===== src/rtl/prach_pkg.sv =====
// Shared PRACH types and constants used by the transmit-path IDFT-3.
// Latency: n/a (package only).
// Backpressure: n/a (package only).
package prach_pkg;

    // One complex Q1.17 sample.
    typedef struct packed {
        logic signed [17:0] re;
        logic signed [17:0] im;
    } cplx18_t;

    // round(sqrt(3)/2 * 2^17)
    localparam logic signed [17:0] SQRT3_2_Q17 = 18'sd113512;

    // Rising edges from accepting x2 to the edge that presents y0.
    localparam int IDFT3_LATENCY = 3;

    // Full-precision accumulator width. The largest term is about
    // 3 * 2^17 * 2^17, so 40 bits leaves plenty of headroom.
    localparam int ACC_W = 40;

    // Input collector states.
    typedef enum logic [1:0] {
        WAIT_SYNC = 2'd0,
        C0        = 2'd1,
        C1        = 2'd2,
        C2        = 2'd3
    } coll_state_t;

endpackage


===== src/rtl/prach_idft3_core.sv =====
// Two-stage registered inverse DFT-3 butterfly: sums/differences, then constant multiply, round, reduce.
// Latency: 2 cycles from start to done; results hold until the next done.
// Backpressure: none; a new start may arrive every 3 cycles at most.
//
// Ports: clk, rst (sync, active high), start + x0/x1/x2 in; done + y0/y1/y2 out.
// Macro PRACH_IDFT3_SAT_EN: outputs saturate to 18 bits; otherwise they wrap.
module prach_idft3_core
    import prach_pkg::*;
#(
    parameter int SCALE_SHIFT = 1
) (
    input  logic    clk,
    input  logic    rst,
    input  logic    start,
    input  cplx18_t x0,
    input  cplx18_t x1,
    input  cplx18_t x2,
    output logic    done,
    output cplx18_t y0,
    output cplx18_t y1,
    output cplx18_t y2
);

    localparam logic signed [ACC_W-1:0] RND     = ACC_W'(1) <<< (16 + SCALE_SHIFT);
    localparam logic signed [ACC_W-1:0] SAT_MAX = ACC_W'(131071);
    localparam logic signed [ACC_W-1:0] SAT_MIN = -ACC_W'(131072);

    // Round half up at bit 17+SCALE_SHIFT, then bring back to 18 bits.
    function automatic logic signed [17:0] reduce(input logic signed [ACC_W-1:0] v);
        logic signed [ACC_W-1:0] r;
        r = (v + RND) >>> (17 + SCALE_SHIFT);
`ifdef PRACH_IDFT3_SAT_EN
        if (r > SAT_MAX) begin
            return SAT_MAX[17:0];
        end else if (r < SAT_MIN) begin
            return SAT_MIN[17:0];
        end
`endif
        return r[17:0];
    endfunction

    // Stage 1: x0 delayed, t = x1 + x2, d = x1 - x2 (19 bit, exact).
    cplx18_t            x0_q;
    logic signed [18:0] t_re, t_im, d_re, d_im;
    logic               s1_vld;

    always_ff @(posedge clk) begin
        if (rst) begin
            s1_vld <= 1'b0;
        end else begin
            s1_vld <= start;
        end
        if (start) begin
            x0_q <= x0;
            t_re <= 19'(x1.re) + 19'(x2.re);
            t_im <= 19'(x1.im) + 19'(x2.im);
            d_re <= 19'(x1.re) - 19'(x2.re);
            d_im <= 19'(x1.im) - 19'(x2.im);
        end
    end

    // Stage 2 combinational terms at full precision (scaled by 2^17).
    logic signed [ACC_W-1:0] a_re, a_im, s0_re, s0_im, cd_re, cd_im;
    logic signed [ACC_W-1:0] s1_re, s1_im, s2_re, s2_im;

    always_comb begin
        a_re  = (ACC_W'(x0_q.re) <<< 17) - (ACC_W'(t_re) <<< 16);
        a_im  = (ACC_W'(x0_q.im) <<< 17) - (ACC_W'(t_im) <<< 16);
        s0_re = (ACC_W'(x0_q.re) + ACC_W'(t_re)) <<< 17;
        s0_im = (ACC_W'(x0_q.im) + ACC_W'(t_im)) <<< 17;
        cd_re = ACC_W'(SQRT3_2_Q17) * ACC_W'(d_re);
        cd_im = ACC_W'(SQRT3_2_Q17) * ACC_W'(d_im);
        // j*C*d = (-C*d_im, C*d_re)
        s1_re = a_re - cd_im;
        s1_im = a_im + cd_re;
        s2_re = a_re + cd_im;
        s2_im = a_im - cd_re;
    end

    always_ff @(posedge clk) begin
        if (rst) begin
            done <= 1'b0;
            y0   <= '0;
            y1   <= '0;
            y2   <= '0;
        end else begin
            done <= s1_vld;
            if (s1_vld) begin
                y0 <= '{re: reduce(s0_re), im: reduce(s0_im)};
                y1 <= '{re: reduce(s1_re), im: reduce(s1_im)};
                y2 <= '{re: reduce(s2_re), im: reduce(s2_im)};
            end
        end
    end

endmodule


===== src/rtl/prach_idft3.sv =====
// Streaming inverse DFT-3: groups input samples in threes and emits y0, y1, y2 back to back.
// Latency: y0 presented after the 3rd rising edge following acceptance of x2; y1, y2 on the next two cycles.
// Backpressure: none; input is accepted whenever din_dv=1 and frames are at least 3 samples apart.
//
// Ports:
//   clk, rst            clock, synchronous active-high reset
//   din_dr/din_di       input sample, signed Q1.17;  din_dv valid;  sync_in frame start (with din_dv)
//   dout_dr/dout_di     output sample, signed Q1.17 (0 when idle);  dout_dv valid;  sync_out with y0
// Parameter SCALE_SHIFT (0..2): extra output right shift.
// Macro PRACH_IDFT3_SAT_EN: saturate outputs instead of wrapping.
module prach_idft3
    import prach_pkg::*;
#(
    parameter int SCALE_SHIFT = 1
) (
    input  logic        clk,
    input  logic        rst,
    input  logic [17:0] din_dr,
    input  logic [17:0] din_di,
    input  logic        din_dv,
    input  logic        sync_in,
    output logic [17:0] dout_dr,
    output logic [17:0] dout_di,
    output logic        dout_dv,
    output logic        sync_out
);

    // Collector FSM
    coll_state_t state, state_nxt;
    logic        cap0, cap1, cap2;

    always_ff @(posedge clk) begin
        if (rst) begin
            state <= WAIT_SYNC;
        end else begin
            state <= state_nxt;
        end
    end

    always_comb begin
        state_nxt = state;
        cap0      = 1'b0;
        cap1      = 1'b0;
        cap2      = 1'b0;
        if (din_dv) begin
            unique case (state)
                WAIT_SYNC: begin
                    if (sync_in) begin
                        cap0      = 1'b1;
                        state_nxt = C1;
                    end
                end
                C0: begin
                    cap0      = 1'b1;
                    state_nxt = C1;
                end
                C1, C2: begin
                    if (sync_in) begin
                        // Resync: drop the partial frame, this sample is the new x0.
                        cap0      = 1'b1;
                        state_nxt = C1;
                    end else if (state == C1) begin
                        cap1      = 1'b1;
                        state_nxt = C2;
                    end else begin
                        cap2      = 1'b1;
                        state_nxt = C0;
                    end
                end
                default: state_nxt = WAIT_SYNC;
            endcase
        end
    end

    // Sample registers. x0/x1 may be overwritten by the next frame on the
    // edge after start; the core samples them on that same edge.
    cplx18_t x0_r, x1_r, x2_r;
    logic    start_r;

    always_ff @(posedge clk) begin
        if (rst) begin
            start_r <= 1'b0;
        end else begin
            start_r <= cap2;
        end
        if (cap0) x0_r <= '{re: din_dr, im: din_di};
        if (cap1) x1_r <= '{re: din_dr, im: din_di};
        if (cap2) x2_r <= '{re: din_dr, im: din_di};
    end

    cplx18_t y0, y1, y2;
    logic    done;

    prach_idft3_core #(
        .SCALE_SHIFT (SCALE_SHIFT)
    ) u_core (
        .clk   (clk),
        .rst   (rst),
        .start (start_r),
        .x0    (x0_r),
        .x1    (x1_r),
        .x2    (x2_r),
        .done  (done),
        .y0    (y0),
        .y1    (y1),
        .y2    (y2)
    );

    // Output serializer. phase = index of the next result to emit (1 or 2),
    // 0 when idle. The core's next results land on the same edge that emits
    // y2 at the earliest, so reading y1/y2 straight from the core is safe.
    logic [1:0] phase;

    always_ff @(posedge clk) begin
        if (rst) begin
            phase    <= 2'd0;
            dout_dr  <= '0;
            dout_di  <= '0;
            dout_dv  <= 1'b0;
            sync_out <= 1'b0;
        end else if (done) begin
            phase    <= 2'd1;
            dout_dr  <= y0.re;
            dout_di  <= y0.im;
            dout_dv  <= 1'b1;
            sync_out <= 1'b1;
        end else begin
            sync_out <= 1'b0;
            unique case (phase)
                2'd1: begin
                    phase   <= 2'd2;
                    dout_dr <= y1.re;
                    dout_di <= y1.im;
                    dout_dv <= 1'b1;
                end
                2'd2: begin
                    phase   <= 2'd0;
                    dout_dr <= y2.re;
                    dout_di <= y2.im;
                    dout_dv <= 1'b1;
                end
                default: begin
                    phase   <= 2'd0;
                    dout_dr <= '0;
                    dout_di <= '0;
                    dout_dv <= 1'b0;
                end
            endcase
        end
    end

endmodule


===== config.mk =====
export PLATFORM = sky130hd
export DESIGN_NAME = prach_idft3
export DESIGN_NICKNAME = d
export VERILOG_FILES = /design/src/rtl/prach_pkg.sv /design/src/rtl/prach_idft3_core.sv /design/src/rtl/prach_idft3.sv
export SDC_FILE = /design/constraint.sdc
export NUM_CORES = 2
export LEC_CHECK = 0
export ABC_AREA = 0
export ABC_CLOCK_PERIOD_IN_PS = 10290
export BUFFER_PORTS_ARGS = -buffer_cell sky130_fd_sc_hd__buf_2
export CORE_MARGIN = 10
export CORE_UTILIZATION = 45
export CTS_CLUSTER_SIZE = 12
export DETAILED_ROUTE_END_ITERATION = 10
export PLACE_DENSITY = 0.65
export SLEW_MARGIN = 10
export SYNTH_ARGS = -nofsm -noshare
export SYNTH_HDL_FRONTEND = slang
export SYNTH_SLANG_ARGS = --single-unit

===== constraint.sdc =====
create_clock -name clk -period 10.29 [get_ports clk]
set_input_delay 1.029 -clock clk [delete_from_list [all_inputs] [get_ports clk]]
set_output_delay 1.029 -clock clk [all_outputs]
set_load 0.05 [all_outputs]

-- After elaboration in Yosys (flattened, before gate mapping)
Index checks and enable logic that the tools add are counted.
- reduce and logical (&&, ||, !) cells: 6
- shift-type cells: 0
- bitwise operators: 0
- eq/ne operators: 6
- multiply operators: 2
- divide/modulo/power cells: 0
- mux-type cells: 24
- $add $sub $neg: 18
- order comparisons: 0
- operators by type and width (operator ; count):
    $add A36 B19 Y36 const B ; 6
    $add A36 B36 Y36 ; 2
    $pmux W18 S2 ; 2
    $sub A35 B35 Y36 ; 2
    $sub A36 B36 Y36 ; 2
    $mul A15 B19 Y33 const A ; 2
    $add A18 B18 Y19 ; 2
    $add A18 B19 Y19 ; 2
    $sub A18 B18 Y19 ; 2
    $mux W18 ; 2
    $mux W1 ; 14
    $mux W2 ; 4
    $eq A2 B2 Y1 const B ; 3
    $pmux W2 S3 ; 1
    $reduce_or A2 Y1 ; 3
    $eq A2 B1 Y1 const B ; 2
    $reduce_or A3 Y1 ; 1
    $logic_not A2 Y1 ; 1
    $ne A2 B2 Y1 const B ; 1
    $pmux W1 S2 ; 1
    $reduce_and A2 Y1 ; 1
- latch bits: 0
- memories: 0
- bits in read-only memories: 0
- logic and storage cells: 84
- output and inout port bits: 38
- RAM bits: 0
- register bits after elaboration: 373

-- Longest topological paths before layout
- depth after elaboration: 5
- gate-level depth with buffers: 36
- depth with buffers taken out: 36

-- By module
Synthesis repeated with hierarchy kept, for this count alone.
- cell total of the unflattened synthesis: 3648
- area, all modules: 36276.0 sq um
- modules (own cells, without submodules) (module ; area an instance (sq um) ; instances ; sequential area each (sq um) ; cells each):
    prach_idft3_core ; 31154.9 ; 1 ; 5505.3 ; 3390
    prach_idft3 ; 5121.2 ; 1 ; 4083.9 ; 258

-- Worst setup path before layout
Ideal clock, no wire load.
- path type: register to register
- start: reg u_core.d_im[5]
- end: reg u_core.y1[35] (netlist name)
- setup time: 0.079 ns
- path buffers: 0
- path slack: 2.289 ns
- stages on the path, launching flop included: 31
- required time: 10.211 ns
- arrival time: 7.922 ns
- path through: edfxtp_1 -> ha_1 -> fa_1 -> inv_1 -> fa_1 -> fa_1 -> inv_1 -> fa_1 -> inv_1 -> fa_1 -> inv_1 -> ha_1 -> o21a_1 -> o2111a_1 -> a22o_1 -> or2_2 -> xnor2_1 -> ha_1 -> ha_1 -> or4b_4 -> nor3_2 -> nand4_1 -> or4_1 -> or4_4 -> a31oi_4 -> a31o_4 -> a211o_1 -> a21oi_2 -> xnor2_2 -> xnor2_1 -> a211oi_2
- longest elaborated chain between the ends: 3
- ends and longest elaborated chain (what ; line ; source):
    start: declaration ; prach_idft3_core.sv:44 ; logic signed [18:0] t_re, t_im, d_re, d_im;
    start signal: assignment ; prach_idft3_core.sv:58 ; d_im <= 19'(x1.im) - 19'(x2.im);
    $mul A15 B19 Y33 ; prach_idft3_core.sv:72 ; cd_im = ACC_W'(SQRT3_2_Q17) * ACC_W'(d_im);
    $sub A36 B36 Y36 ; prach_idft3_core.sv:74 ; s1_re = a_re - cd_im;
    $add A36 B19 Y36 ; prach_idft3_core.sv:31 ; r = (v + RND) >>> (17 + SCALE_SHIFT);
No other way between the ends.
A chain may end at the register's enable or synchronous reset.

-- Worst setup path after layout
- start: reg u_core.d_im[5]
- end: reg u_core.y2[32] (netlist name)
- longest elaborated chain between the ends: 3
- ends and longest elaborated chain (what ; line ; source):
    $mul A15 B19 Y33 ; prach_idft3_core.sv:72 ;
    $add A36 B36 Y36 ; prach_idft3_core.sv:76 ; s2_re = a_re + cd_im;
    $add A36 B19 Y36 ; prach_idft3_core.sv:31 ;
No other way between the ends.

==> results.txt <==
First-pass GRT wire length: 141000 um
Largest net degree at the start of global routing: 83
CP max-delay cell: o41ai_1
Detailed placer's ending HPWL: 74000 um
MaxCap Viol Count: 0
Synth area leader: edfxtp_1
Setup TNS: 0 ns
Tightest Hold Check Type: reg -> reg
Sequential element share of the synthesized area: 26.6%
Outcome: finished, final reports clean
Netlist cell types: 82
Post-Syn Area: 0.0360 sq mm
GRT Total Usage: 19.5%
Worst slew margin: 27.1%
Worst setup EP type: register
Register bit total from synthesis: 370
Fin util: 49.2%
CTS max path bufs: 3
Synth Net Count: 4584
Setup Skew: 0.0273 ns
Clk slew on worst S/H paths: 0.06 ns
Share of cells above drive strength 1: 5.10%
Total number of vias: 25587
CP arrival: 9.06 ns
Postcts setup bufs: 0
Port buffer count: 77
Synth area leaders: edfxtp_1 18%, ha_1 18%, fa_1 16%, dfxtp_1 8.5%, inv_1 7.6%
Synthesized netlist cell count: 3730
Total power: 3.58 mW
ANT nets after route: 0
Unrepaired setup endpoints after global routing: no
Peak VDD IR: 0.131 mV
Fin crit share: 83.7%
Period minus WS final: 8.61 ns
Yosys warns: 0
CTS H-tree depth: 2
Required time worst endpoint: 10.73 ns
Power per cell area: 92.1 mW/mm^2
Clk sink count: 370
Via density: 5.25
Max Slew Vio Count: 0
Area after DPL: 0.0376 sq mm
Global route total overflow: 0
Hold Vio Cnt, Final: 0
Residual DRC count: 0
Area delta synth->final: 8.11%
# diodes: 0
Ys async rst share: 0%
Initial antenna violation count: 1
Worst Setup Start Kind: register
Worst-Skew Late Latency: 0.59 ns
Drt pass-1 iters: 5
Post-synth EDFFs: 218
Post-synth top cells: 727 x inv_1, 522 x ha_1, 292 x fa_1, 263 x nor2_1, 218 x edfxtp_1
Leakage: 18.2 nW
Final #Nets: 4651
# setup viols final: 0
Core ar.: 0.0791 sq mm
Die area: 0.0917 sq mm
# IOs: 78
Max incr delay on CP: 0.65 ns
Top_reg_cell synth: edfxtp_1
FP Rows: 103
Clock root buffer master: clkbuf_16
Hold-fix buffers, CTS: 0
Final instance area: 0.0389 sq mm
TritonCTS clock tree: yes
Overall routed net length: 88500 um
Crit Path Max Fanout: 6
Top-count cell post-synth: inv_1
Worst Hold Slack: 0.412 ns
Final Wtd Congestion: 0.934
Die W: 303 um
TritonCTS buffer count: 43
Post_cts resized: 0
CP Class: reg -> reg
Syn Area/Cell: 9.65 sq um
FMAX: 0.116 GHz
Vert. Die Dim: 303 um
Top-area cell type share of the netlist area: 18.2%
Slew @ Worst Pin: 1.09 ns
Initial Utilization: 45.5%
Wire per inst: 18.2 um
Vias in the first global route: 25366
First DRT Iteration DRCs: 1820
## flip-flops by register name, indices dropped and copies added (netlist names)
| signal | cells |
|---|---|
| state | 2 |
| u_core.t_re | 18 |
| start_r | 1 |
| dout_dv | 1 |
| u_core.y0 | 36 |
| x1_r | 36 |
| u_core.t_im | 18 |
| x0_r | 36 |
| u_core.y1 | 36 |
| u_core.s1_vld | 1 |
| u_core.x0_q | 36 |
| u_core.y2 | 36 |
| dout_di | 18 |
| sync_out | 1 |
| u_core.done | 1 |
| u_core.d_re | 19 |
| u_core.d_im | 19 |
| x2_r | 36 |
| dout_dr | 18 |
| phase | 1 |
## per-layer routing
metal	vias to the layer above	global-route usage, %	share of wire [%]	wire [um]
met4	2	3.95	1.9	1670
li1	12638	-	-	-
met5	-	0	0.015	13
met1	12301	28.1	48	42900
met3	100	3.14	5.7	5090
met2	546	30.6	44	38900
## final cells by class
class / count / area [sq um]
Fill cell: 7348 / 40200
Multi-Input combinational cell: 2568 / 23500
Sequential cell: 370 / 9600
Inverter: 727 / 2730
Tap cell: 1050 / 1310
Clock buffer: 55 / 1130
Timing Repair Buffer: 87 / 463
Clock inverter: 19 / 221
## worst max-delay path, delay by kind of cell (launching register included)
kind                       cells  cell delay (ns)
DFF                            1             0.45
buffers and inverters          5             0.29
xor gates and xnor gates       2             0.29
and+or+nand+nor                5             0.52
muxes                          1             0.13
AOI/OAI and AO/OA             12             2.93
adders and majority gates      9             3.85
## worst paths after layout
check | startpoint | end | slack (ns) | depth (start not counted)
worst max-delay path | u_core.d_im[5] | u_core.y2[32] | 1.68 | 34
worst min-delay path | x0_r[35] | u_core.x0_q[35] | 0.41 | 0
worst max register to register | u_core.d_im[5] | u_core.y2[32] | 1.68 | 34
worst min register to register | x0_r[35] | u_core.x0_q[35] | 0.41 | 0
## placed cells by master (no fill, tap or decap), types with 15 or more instances in the layout
master,netlist,layout
a211oi_1,51,51
a21o_1,81,81
a21oi_1,167,167
a22oi_1,36,36
a31oi_1,20,20
and3_1,35,35
buf_2,0,76
clkbuf_16,0,43
dfxtp_1,152,150
edfxtp_1,218,218
fa_1,292,292
ha_1,522,522
inv_1,727,727
mux2i_1,61,61
nand2_1,159,159
nand2b_1,27,27
nand3_1,52,52
nand4_1,16,16
nor2_1,263,260
nor2b_1,53,52
nor3_1,57,57
o21a_1,24,24
o21ai_0,130,130
o21bai_1,30,30
o41ai_1,15,15
xnor2_1,164,164
xor2_1,102,102
## stage by stage
step | setup slack, ns | cells
after floorplan | 2.29 | 3730
after global placement | 1.84 | 4802
after detailed placement | 1.72 | 4802
after CTS | 1.69 | 4876
after global routing | 1.06 | 4876
final | 1.68 | 4876
## kinds of logic (layout without fill, tap and decap cells)
group,after synthesis,after routing,synth area share (%)
xor+xnor,267,267,6.52
flops,370,370,26.6
fa+ha+maj,814,814,34.4
simple gates,745,745,9.92
compound gates,680,680,12.5
buf+inv,792,888,8.26
mux,62,62,1.73
## power breakdown
| group | switching (mW) | internal, mW |
|---|---|---|
| Sequential | 0.00534 | 1.58 |
| Clock | 0.633 | 0.858 |
| Combinational | 0.300 | 0.211 |
Power figures use the tool's default switching activity.
